[src/rtl/mem_access_unit_pkg.sv]
// Shared encodings for the memory access unit: request sizes, FSM states and
// the default memory depth.
package mem_access_unit_pkg;

  localparam logic [1:0] SZ_BYTE = 2'd0;
  localparam logic [1:0] SZ_HALF = 2'd1;
  localparam logic [1:0] SZ_WORD = 2'd2;

  localparam int DEPTH_DEFAULT = 3072;

  typedef enum logic [1:0] {
    IDLE  = 2'd0,
    READ  = 2'd1,
    WRITE = 2'd2,
    ERR   = 2'd3
  } state_t;

endpackage

[src/rtl/mem_access_unit_lane_align.sv]
// Combinational lane helper: extracts and extends a load lane from a memory
// word, and merges sub-word store data into a memory word.
module mem_access_unit_lane_align
  import mem_access_unit_pkg::*;
(
  input  logic [1:0]  size,
  input  logic        sign,
  input  logic [1:0]  offset,
  input  logic [31:0] rdata,
  input  logic [31:0] wdata,
  output logic [31:0] load_data,
  output logic [31:0] merged
);

  logic [4:0]  shift_s;
  logic [31:0] mask_s;
  logic [31:0] raw_s;

  // Lane bit offset and byte-enable mask for the request size
  always_comb begin
    shift_s = 5'd0;
    mask_s  = 32'hFFFF_FFFF;
    case (size)
      SZ_BYTE: begin
        shift_s = {offset, 3'b000};
        mask_s  = 32'h0000_00FF << shift_s;
      end
      SZ_HALF: begin
        shift_s = {offset[1], 1'b0, 3'b000};
        mask_s  = 32'h0000_FFFF << shift_s;
      end
      default: begin
        shift_s = 5'd0;
        mask_s  = 32'hFFFF_FFFF;
      end
    endcase
  end

  assign raw_s = rdata >> shift_s;

  // Sign or zero extension of the selected lane
  always_comb begin
    load_data = raw_s;
    case (size)
      SZ_BYTE: load_data = {{24{sign & raw_s[7]}}, raw_s[7:0]};
      SZ_HALF: load_data = {{16{sign & raw_s[15]}}, raw_s[15:0]};
      default: load_data = raw_s;
    endcase
  end

  assign merged = (rdata & ~mask_s) | ((wdata << shift_s) & mask_s);

endmodule

[src/rtl/mem_access_unit.sv]
// Load/store initiator for a word-only data memory: sub-word stores become a
// read-modify-write, loads are lane-extracted and extended.
module mem_access_unit
  import mem_access_unit_pkg::*;
#(
  parameter int ADDR_W = 12,
  parameter int DEPTH  = DEPTH_DEFAULT
) (
  input  logic              clk,
  input  logic              reset,
  input  logic              req_valid,
  output logic              req_ready,
  input  logic              req_we,
  input  logic [1:0]        req_size,
  input  logic              req_sign,
  input  logic [31:0]       req_addr,
  input  logic [31:0]       req_wdata,
  output logic              resp_valid,
  output logic [31:0]       resp_rdata,
  output logic              resp_err,
  output logic [ADDR_W-1:0] mem_addr,
  output logic              mem_we,
  output logic [31:0]       mem_wdata,
  input  logic [31:0]       mem_rdata
);

  state_t state_r;
  state_t next_s;

  logic              we_r;
  logic              sign_r;
  logic [1:0]        size_r;
  logic [1:0]        offset_r;
  logic [ADDR_W-1:0] idx_r;
  logic [31:0]       wdata_r;

  logic [ADDR_W-1:0] idx_s;
  logic              size_err_s;
  logic              range_err_s;
  logic              err_s;
  logic [31:0]       load_s;
  logic [31:0]       merged_s;

  assign idx_s       = req_addr[ADDR_W+1:2];
  assign range_err_s = (32'(idx_s) >= 32'(DEPTH)) ||
                       (req_addr[31:ADDR_W+2] != {(30-ADDR_W){1'b0}});
  assign err_s       = size_err_s | range_err_s;

  // Alignment and size legality of the incoming request
  always_comb begin
    size_err_s = 1'b0;
    case (req_size)
      SZ_BYTE: size_err_s = 1'b0;
      SZ_HALF: size_err_s = req_addr[0];
      SZ_WORD: size_err_s = (req_addr[1:0] != 2'b00);
      default: size_err_s = 1'b1;
    endcase
  end

  mem_access_unit_lane_align u_lane_align (
    .size      (size_r),
    .sign      (sign_r),
    .offset    (offset_r),
    .rdata     (mem_rdata),
    .wdata     (wdata_r),
    .load_data (load_s),
    .merged    (merged_s)
  );

  // Next-state and state-decoded handshake/memory strobes
  always_comb begin
    next_s    = state_r;
    req_ready = 1'b0;
    mem_we    = 1'b0;
    case (state_r)
      IDLE: begin
        req_ready = 1'b1;
        if (req_valid) begin
          if (err_s) begin
            next_s = ERR;
          end else if (req_we && (req_size == SZ_WORD)) begin
            next_s = WRITE;
          end else begin
            next_s = READ;
          end
        end else begin
          next_s = IDLE;
        end
      end
      READ: begin
        if (we_r) begin
          next_s = WRITE;
        end else begin
          next_s = IDLE;
        end
      end
      WRITE: begin
        mem_we = 1'b1;
        next_s = IDLE;
      end
      ERR:     next_s = IDLE;
      default: next_s = IDLE;
    endcase
  end

  assign mem_addr  = idx_r;
  assign mem_wdata = wdata_r;

  // State register, request latch, merge capture and response pulse
  always_ff @(posedge clk or posedge reset) begin
    if (reset) begin
      state_r    <= IDLE;
      we_r       <= 1'b0;
      sign_r     <= 1'b0;
      size_r     <= SZ_BYTE;
      offset_r   <= 2'b00;
      idx_r      <= {ADDR_W{1'b0}};
      wdata_r    <= 32'h0000_0000;
      resp_valid <= 1'b0;
      resp_err   <= 1'b0;
      resp_rdata <= 32'h0000_0000;
    end else begin
      state_r    <= next_s;
      resp_valid <= 1'b0;
      resp_err   <= 1'b0;
      case (state_r)
        IDLE: begin
          if (req_valid) begin
            we_r     <= req_we;
            sign_r   <= req_sign;
            size_r   <= req_size;
            offset_r <= req_addr[1:0];
            idx_r    <= idx_s;
            wdata_r  <= req_wdata;
          end
        end
        READ: begin
          // A store reuses the wdata register to hold the merged word
          if (we_r) begin
            wdata_r <= merged_s;
          end else begin
            resp_rdata <= load_s;
            resp_valid <= 1'b1;
          end
        end
        WRITE: resp_valid <= 1'b1;
        ERR: begin
          resp_valid <= 1'b1;
          resp_err   <= 1'b1;
        end
        default: resp_valid <= 1'b0;
      endcase
    end
  end

endmodule

[config.mk]
export PLATFORM = sky130hd
export DESIGN_NAME = mem_access_unit
export DESIGN_NICKNAME = d
export VERILOG_FILES = /design/src/rtl/mem_access_unit_pkg.sv /design/src/rtl/mem_access_unit_lane_align.sv /design/src/rtl/mem_access_unit.sv
export SDC_FILE = /design/constraint.sdc
export NUM_CORES = 1
export LEC_CHECK = 0
export BUFFER_PORTS_ARGS = -buffer_cell sky130_fd_sc_hd__buf_2
export CORE_MARGIN = 2
export CORE_UTILIZATION = 26
export DETAILED_ROUTE_END_ITERATION = 10
export PLACE_DENSITY = 0.58
export REMOVE_ABC_BUFFERS = 1
export SYNTH_ARGS = -nofsm -noshare
export SYNTH_HDL_FRONTEND = slang
export SYNTH_SLANG_ARGS = --single-unit
[constraint.sdc]
create_clock -name clk -period 2.9 [get_ports clk]
set_input_delay 0 -clock clk [delete_from_list [all_inputs] [get_ports clk]]
set_output_delay 0 -clock clk [all_outputs]
set_load 0.01 [all_outputs]
-- Yosys cells after proc, flatten, opt, wreduce, memory -nomap -nowiden
Index checks and enable logic that the tools add are counted.
- $lt $le $gt $ge: 1
- equality and inequality tests: 8
- shift operators: 4
- muxes and demuxes: 17
- bitwise logic cells: 8
- reduce and logical (&&, ||, !) cells: 12
- operators with widths (cell ; count):
    32-bit case mux with 2 select lines ; 3
    32-bit AND ; 2
    32-bit 2-to-1 mux ; 2
    32-bit inverter ; 1
    32-bit bitwise OR ; 1
    16-bit by 5-bit << shifter with 32-bit output (first input constant) ; 1
    32-bit by 5-bit << shifter with 32-bit output ; 1
    8-bit by 5-bit << shifter with 32-bit output (first input constant) ; 1
    32-bit by 5-bit right shift with 32-bit output ; 1
    18-bit nonzero test ; 1
    12-bit greater-or-equal comparator (second input constant) ; 1
    5-bit case mux with 2 select lines ; 1
    2-bit 2-to-1 mux ; 4
    2-bit by 1-bit equality test with 1-bit output (second input constant) ; 3
    2-bit equality test (second input constant) ; 3
    2-bit zero test ; 3
    2-bit case mux with 3 select lines ; 1
    1-bit 2-to-1 mux ; 4
    2-bit != test (second input constant) ; 2
    2-bit AND reduction ; 2
    2-bit nonzero test ; 2
    1-bit case mux with 3 select lines ; 1
    3-bit AND reduction ; 1
    1-bit AND ; 2
    6 further kinds ; 6
- bits in registers: 86
- input port bits: 103
- output and inout port bits: 80
- logic and storage cells: 60

-- Longest topological paths before layout
Gate-level depths: netlist (run 1).
- depth after elaboration: 7
- mapped depth: 7

-- Modules after synthesis
From an unflattened synthesis (run 1), not the netlist that was laid out.
- cell total of the unflattened synthesis: 474
- area, all modules: 5731.7 um2
- modules (own cells, without submodules) (module ; instances ; cells an instance ; area an instance (um2) ; seq. area each (um2)):
    mem_access_unit ; 1 ; 239 ; 3997.6 ; 2152.1
    mem_access_unit_lane_align ; 1 ; 235 ; 1734.2 ; 0.0

-- Worst setup path after synthesis (run 1)
OpenSTA, ideal clock, no wires.
- kind: reg2reg
- start: register size_r[0]
- end: register resp_rdata[4]
- data arrival time: 1.731 ns
- path slack: 1.044 ns
- cell stages (with the launch flop): 5
- period minus slack after synthesis: 1.856 ns
- cells stage by stage: dfrtp_1 -> nand2b_4 -> nor2_2 -> mux4_1 -> mux2_2
- longest elaborated chain between the ends: 4
- ends and longest elaborated chain (element ; line ; text):
    start: declaration ; mem_access_unit.sv:32 ; logic [1:0] size_r;
    start signal: assignment ; mem_access_unit.sv:131 ; size_r <= req_size;
    2-bit by 1-bit equality test with 1-bit output or 2-bit zero test (tied branches) ; mem_access_unit_lane_align.sv:23 ; case (size)
    5-bit case mux with 2 select lines (*) ; mem_access_unit_lane_align.sv:23 ;
    32-bit by 5-bit right shift with 32-bit output (*) ; mem_access_unit_lane_align.sv:39 ; assign raw_s = rdata >> shift_s;
    32-bit case mux with 2 select lines (*) ; mem_access_unit_lane_align.sv:44 ; case (size)
    end signal: assignment ; mem_access_unit.sv:142 ; resp_rdata <= load_s;
    end: declaration ; mem_access_unit.sv:19 ; output logic [31:0] resp_rdata,
Every way passes the cells marked *; elsewhere a longest branch is shown, timed or not.
A chain may end at the register's enable or synchronous reset.

-- Final worst setup path (run 1)
- start: register offset_r[0]
- end: register wdata_r[4], in the netlist mem_wdata[4]
- longest elaborated chain between the ends: 7
- ends and longest elaborated chain (element ; line ; text):
    start: declaration ; mem_access_unit.sv:33 ; logic [1:0] offset_r;
    start signal: assignment ; mem_access_unit.sv:132 ; offset_r <= req_addr[1:0];
    branches (longest 4 deep; another with 32-bit by 5-bit << shifter with 32-bit output) ; n/a ;
    32-bit bitwise OR (*) ; mem_access_unit_lane_align.sv:51 ; assign merged = (rdata & ~mask_s) | ((wdata << shift_s) & mask_s);
    32-bit 2-to-1 mux (*) ; mem_access_unit.sv:139 ; if (we_r) begin
    32-bit case mux with 2 select lines (*) ; mem_access_unit.sv:126 ; case (state_r)
    end signal: assignment ; mem_access_unit.sv:134 ; wdata_r <= req_wdata;
    end signal: assignment ; mem_access_unit.sv:140 ; wdata_r <= merged_s;
    end: declaration ; mem_access_unit.sv:35 ; logic [31:0] wdata_r;
Mark *: on every way between the ends. The select of a mux whose other input is x is not followed.

==> reports/qor.yml, run 1 <==
outcome: "complete, no violations"
finish.utilization: 0.3713
report.final.slew_viol_count: 0
ys.warnings.count: 0
wire_per_inst_um: 19.30
first_pass_iters: 4
ys_ff_latch: 86
die_x_um: 135.4
slew_headroom: 0.3545
cts_tree: "done"
grt_pass1_wl_um: 24760
cts_root_buffer: "clkbuf_16"
power_mw: 6.537
rsz0062_at_grt: "no"
synth_area_um2: 4487
cts_buffers: 9
fin_crit_sh: 0.9158
vdd_drop_max_uv: 464.2
r2r_slack_ns: 0.24
die_area_um2: 18320
post_cts_resized: 0
grt_overflow: 0
core-area_um2: 17060
viasPerCell: 5.166
setup_violations: 0
fmax_mhz: 376.5
cts_sinks: 86
fin_setup_tns_ns: 0
avgSynthCellArea_um2: 10.53
synth_flop_cell: "dfrtp_1"
cp.required_ns: 3.12
synth_edf_count: 0
p_leak_nw: 2.834
std_cell_rows: 48
worst_slew_pin_slew_ns: 0.9683
clk_latency_ns: 0.35
drt_wl_total_um: 16810
yosysSeqAreaShare: 0.4796
drt-initial-drc-count: 278
portBuffers: 182
grt_max_degree: 55
area_delta_synth_final_pct: 41.13
start_kind: "flop"
synth_cell_types: 51
hold_violations: 0
crit_arrival_ns: 2.87
gp_congestion: 0.8891
clock_path_buffers: 2
cp-end-kind: "flop"
grt_pass1_vias: 4348
min_period_ns: 2.656
dieHeight_um: 135.4
drc: 0
synth_cells: 426
setup.worst_path.class: "reg2reg"
initial_core_util: 0.2631
dpl.hpwl_um: 12630
maxCapViolCount: 0
ant_nets: 0
h-tree-depth: 3
clk_pin_slew_worst_paths_ns: 0.06
min_path_type: "in2reg"
nets: 742
vias: 4500
num_io_pins: 183
synthArstFlopShare: 1.000
grt_use_total: 0.1812
antenna_found_initial: 2
skew_ns: 0.008513
cp_max_fo: 12
power.density_nw_per_um2: 1032
drive_gt1_frac: 0.3898
## synthesized netlist by cell type, drive strengths merged (4+ instances only)
cell type	n	area share
nor2b	7	0.0098
a32o	7	0.016
a2bb2oi	8	0.016
a221o	8	0.018
and3	24	0.033
inv	4	0.0033
a2111oi	8	0.016
nand3b	16	0.027
o21ai	35	0.039
nor4	4	0.0056
clkbuf	17	0.014
nand2b	4	0.0073
a32oi	8	0.016
a21oi	31	0.040
nor3	4	0.0056
nor2	31	0.026
a31oi	7	0.0098
mux2	25	0.063
nand2	22	0.019
dfrtp	86	0.48
buf	17	0.024
o22ai	16	0.022
mux4	7	0.038
a211oi	8	0.013
## where the power goes
part           internal, mW  total [mW]  switching, mW
logic                  1.35        3.07           1.72
clock network         0.691        1.18          0.489
registers              1.79        2.29          0.498
total                  3.83        6.54           2.71
## layer usage
layer,routed length [um],vias up,GRT usage
li1,-,2057,-
met1,7313,2210,0.2357
met2,7786,216,0.2860
met3,1475,17,0.06135
met4,233,0,0.05613
met5,0,-,0
## worst paths after layout
path,start,to,cells past startpoint
min,req_wdata[27],flop,3
min reg2reg,flop,flop,2
max in group asynchronous,reset,asynchronous set/reset pin,4
min in group asynchronous,reset,asynchronous set/reset pin,3
max reg2reg,offset_r[0]$_DFFE_PP0P_,mem_wdata[4]$_DFFE_PP0P_,5
max,offset_r[0]$_DFFE_PP0P_,mem_wdata[4]$_DFFE_PP0P_,5
## worst max-delay path, stage by stage (launching register included)
cell and delay (ns):
dfrtp_1 0.51, nor2b_1 0.71, o21ai_1 0.44, o22ai_1 0.23, dlygate4sd3_1 0.58, a2bb2oi_1 0.06
## layout make-up
cell class              instances  area, um^2
fillers                      1751       10720
multi-input cells             302        2155
flip-flops and latches         86        2152
repair buffers                236        1421
well taps                     225       281.5
clock buffers                  11       242.7
clock inverters                 5       58.81
inverters                       4       16.27
diodes                          2       5.005
## stage by stage
step / setup WS (ns) / instances / hold WS, ns / area, um^2
final: 0.2441 / 871 / 0.007192 / 6332
after global routing: 0.1174 / 869 / 0.01022 / 6327
after CTS: 0.3419 / 869 / 0.001579 / 6327
after detailed placement: 0.6870 / 811 / 0.2356 / 5605
after global placement: 0.7686 / 811 / 0.2200 / 5605
after floorplan: -1.068 / 392 / 0.1506 / 4317
## kinds of logic (layout without fill, tap and decap cells)
logic type / Yosys count / after routing / share of synthesized area
compound gates: 148 / 148 / 0.2264
buf+inv: 38 / 256 / 0.04127
simple gates: 121 / 121 / 0.1500
other cells: 0 / 2 / 0
mux: 33 / 33 / 0.1026
flops: 86 / 86 / 0.4796
## cell usage in the layout (no fill, tap or decap), drive strengths merged, types with 2 or more instances in the layout
| cell type | synthesis | final |
|---|---|---|
| a32o | 7 | 7 |
| dlygate4sd3 | 0 | 42 |
| a31oi | 7 | 7 |
| a32oi | 8 | 8 |
| o211ai | 3 | 3 |
| nand2b | 4 | 4 |
| nor3 | 4 | 4 |
| a2111oi | 8 | 8 |
| nand3b | 16 | 16 |
| o21ai | 35 | 35 |
| inv | 4 | 3 |
| a221o | 8 | 8 |
| mux4 | 7 | 7 |
| nand2 | 22 | 22 |
| a2bb2oi | 8 | 8 |
| clkbuf | 17 | 11 |
| dfrtp | 86 | 86 |
| buf | 17 | 194 |
| nor2b | 7 | 7 |
| nand3 | 3 | 3 |
| a21oi | 31 | 31 |
| clkinvlp | 0 | 2 |
| o21bai | 2 | 2 |
| mux2 | 25 | 25 |
| a311oi | 2 | 2 |
| nor3b | 2 | 2 |
| nor4 | 4 | 4 |
| diode | 0 | 2 |
| clkinv | 0 | 3 |
| nor2 | 31 | 31 |
| a211oi | 8 | 8 |
| o22ai | 16 | 16 |
| and3 | 24 | 24 |
| a21o | 3 | 3 |
## what timing repair did
| action | in CTS | in global routing |
|---|---|---|
| setup buffers | 0 | 0 |
| hold buffers | 42 | 0 |
| endpoints found under the hold margin | 90 | 0 |
No activity file was read; power rests on OpenSTA's default activity.
==> inputs of run 2 (changes only) <==
--- a/config.mk
+++ b/config.mk
@@ -9,8 +9,9 @@
 export CORE_MARGIN = 2
 export CORE_UTILIZATION = 26
 export DETAILED_ROUTE_END_ITERATION = 10
-export PLACE_DENSITY = 0.58
+export PLACE_DENSITY = 0.56
 export REMOVE_ABC_BUFFERS = 1
 export SYNTH_ARGS = -nofsm -noshare
 export SYNTH_HDL_FRONTEND = slang
+export SYNTH_HIERARCHICAL = 1
 export SYNTH_SLANG_ARGS = --single-unit
==> run 2 against run 1 <==
Die area up 27%. Clock power barely moved. Via count grew 2.0%. Highest routed layer unchanged. Synthesized cell count grew 11%.
==> reports/qor.yml, run 2 <==
portBuffers: 182  # unchanged
fmax_mhz: 419.6  # +11%
report.final.slew_viol_count: 0  # unchanged
cp-end-kind: "flop"
wire_per_inst_um: 18.80  # -2.6%
cts_buffers: 9  # unchanged
grt_max_degree: 42  # -24%
placed_area_um2: 6797  # +21%
gp_congestion: 0.7814  # -12%
yosysMostFrequentCell: "dfrtp_1"
ys.warnings.count: 6  # +6
synth_cells: 474  # +11%
grt_pass1_wl_um: 28980  # +17%
synth_top_area_frac: 0.3755  # -0.1042
power.density_nw_per_um2: 1081  # +4.7%
setup_violations: 0  # unchanged
worst_slew_pin_slew_ns: 0.9817  # +0.01339 ns
std_cell_rows: 54  # +13%
cts_tree: "done"
vias: 4589  # +2.0%
p_leak_nw: 3.463  # +22%
core-area_um2: 21760  # +28%
cp_max_fo: 20  # +8
initial_core_util: 0.2635  # +0.0004000
nets: 788  # +6.2%
grt_pass1_vias: 4813  # +11%
ys_ff_latch: 86  # unchanged
drt-initial-drc-count: 255  # -8.3%
whs_ns: 0.003464  # -0.003728 ns
post_cts_resized: 0  # unchanged
dieHeight_um: 152.5  # +13%
grt_use_total: 0.1587  # -0.02252
min_period_ns: 2.383  # -0.2727 ns
yosysSeqAreaShare: 0.3755  # -0.1042
start_kind: "flop"
crit_arrival_ns: 2.62  # -0.25 ns
setup.worst_path.class: "reg2reg"
vdd_drop_max_uv: 382.3  # -18%
slew_headroom: 0.3420  # -0.01249
grt_overflow: 0  # unchanged
synth_area_um2: 5732  # +28%
synth_flop_cell: "dfrtp_1"
layout_commonest_cell: "buf_2"
die_x_um: 152.5  # +13%
ant_nets: 0  # unchanged
num_io_pins: 183  # unchanged
clk_latency_ns: 0.36  # about the same
synthArstFlopShare: 1.000  # unchanged
synth_edf_count: 0  # unchanged
skew_ns: 0.006652  # -0.001861 ns
cts_root_buffer: "clkbuf_16"
fill_cells: 2227  # +27%
synthTopCellsByArea: "dfrtp_1 38%, mux2_4 16%, mux2_1 8.4%, mux2_2 4.9%, a21oi_1 3.5%"
first_pass_iters: 6  # +2
rsz0062_at_grt: "no"
area_delta_synth_final_pct: 30.67
cts_sinks: 86  # unchanged
clk_pin_slew_worst_paths_ns: 0.07  # about the same
clock_path_buffers: 2  # unchanged
viasPerCell: 4.707  # -8.9%
fin_crit_sh: 0.8218  # -0.09405
min_path_type: "in2reg"
final_cell_mix: "182 x buf_2, 85 x dfrtp_1, 60 x mux2_4, 43 x mux2_1, 43 x nand2_1"
synth_commonest_cells: "86 x dfrtp_1, 60 x mux2_4, 43 x mux2_1, 43 x nand2_1, 40 x a21oi_1"
antenna_found_initial: 5  # +3
drc: 0  # unchanged
die_area_um2: 23250  # +27%
drt_wl_total_um: 18330  # +9.1%
synth_cell_types: 53  # +3.9%
drive_gt1_frac: 0.4696  # +0.07981
dpl.hpwl_um: 13740  # +8.8%
maxCapViolCount: 0  # unchanged
synth_area_leader_cell: "dfrtp_1"
avgSynthCellArea_um2: 12.09  # +15%
hold_violations: 0  # unchanged
outcome: "complete, no violations"
h-tree-depth: 3  # unchanged
fin_area_um2: 7490  # +18%
cp.required_ns: 3.14  # +0.02 ns
run 2: cell types whose count changed in the layout (fill, tap and decap cells not counted), sizes merged, moves of 15 or more:
cell | before | now
nor2 | 31 | 12
nand3b | 16 | 1
nand2 | 22 | 43
o21ai | 35 | 9
mux2 | 25 | 128
and3 | 24 | 1
mux2i | 1 | 17
run 2: area by class of cell:
type                       count  area (um^2)  share of cell area
inverter                       3        13.76            0.001838
clock buffer                   9        225.2             0.03007
antenna                        5        12.51            0.001671
sequential                    86         2153              0.2875
clock inverter                 7        65.06            0.008687
multi-input combinational    350         3263              0.4357
tap                          280        350.3             0.04678
timing repair buffer         235         1406              0.1878
run 2: metrics by stage:
stage	power [mW]	worst slack, ns	setup TNS [ns]	util	instances
after floorplan	5.377	-0.3588	-18.97	-	439
after global placement	6.872	0.6049	0	0.3124	915
after detailed placement	6.922	0.5676	0	0.3124	915
after CTS	8.161	0.5514	0	0.3437	970
after global routing	8.672	0.3676	0	0.3443	975
final	8.097	0.5169	0	0.3443	975
run 2: routing by layer:
| metal | GRT usage | wire, um | vias up |
|---|---|---|---|
| li1 | - | - | 2195 |
| met1 | 0.1922 | 7577 | 2255 |
| met2 | 0.2748 | 9488 | 108 |
| met3 | 0.02617 | 746 | 31 |
| met4 | 0.07628 | 521 | 0 |
| met5 | 0 | 0 | - |
run 2: worst max-delay path: stages (launching register included):
cell and delay, ns:
dfrtp_1 0.64, nand2b_4 0.30, a21oi_4 0.43, mux2_2 0.37, mux2_2 0.27, mux2_4 0.25
run 2: cell families after synthesis:
kind of cell,count (synthesis),synth area share
AO/OA/AOI/OAI,110,0.1329
buffers and inverters,38,0.05654
AND/OR/NAND/NOR,88,0.08514
multiplexers,152,0.3499
flip-flops,86,0.3755
run 2: final timing paths:
path                            cells past startpoint                     from                         end  slack, ns
min in group asynchronous                           3                    reset     mem_addr[4]$_DFFE_PP0P_       0.31
worst min register to register                      1  mem_addr[6]$_DFFE_PP0P_     mem_addr[6]$_DFFE_PP0P_       0.48
max in group asynchronous                           4                    reset  resp_rdata[28]$_DFFE_PP0P_       1.74
worst min-delay path                                3            req_wdata[19]   mem_wdata[19]$_DFFE_PP0P_      0.003
worst max-delay path                                5  offset_r[0]$_DFFE_PP0P_    mem_wdata[6]$_DFFE_PP0P_       0.52
worst max register to register                      5  offset_r[0]$_DFFE_PP0P_    mem_wdata[6]$_DFFE_PP0P_       0.52
run 2: power by group:
| group | switching (mW) | internal (mW) | total [mW] |
|---|---|---|---|
| Clock | 0.511 | 0.661 | 1.17 |
| Combinational | 2.19 | 2.32 | 4.52 |
| Sequential | 0.619 | 1.79 | 2.41 |
| Total | 3.32 | 4.78 | 8.10 |
run 2: timing repair:
action,in CTS,in global routing
hold endpoints to repair,77,0
endpoints found under the setup margin,0,0
buffers inserted,0,0
hold buffers,39,0
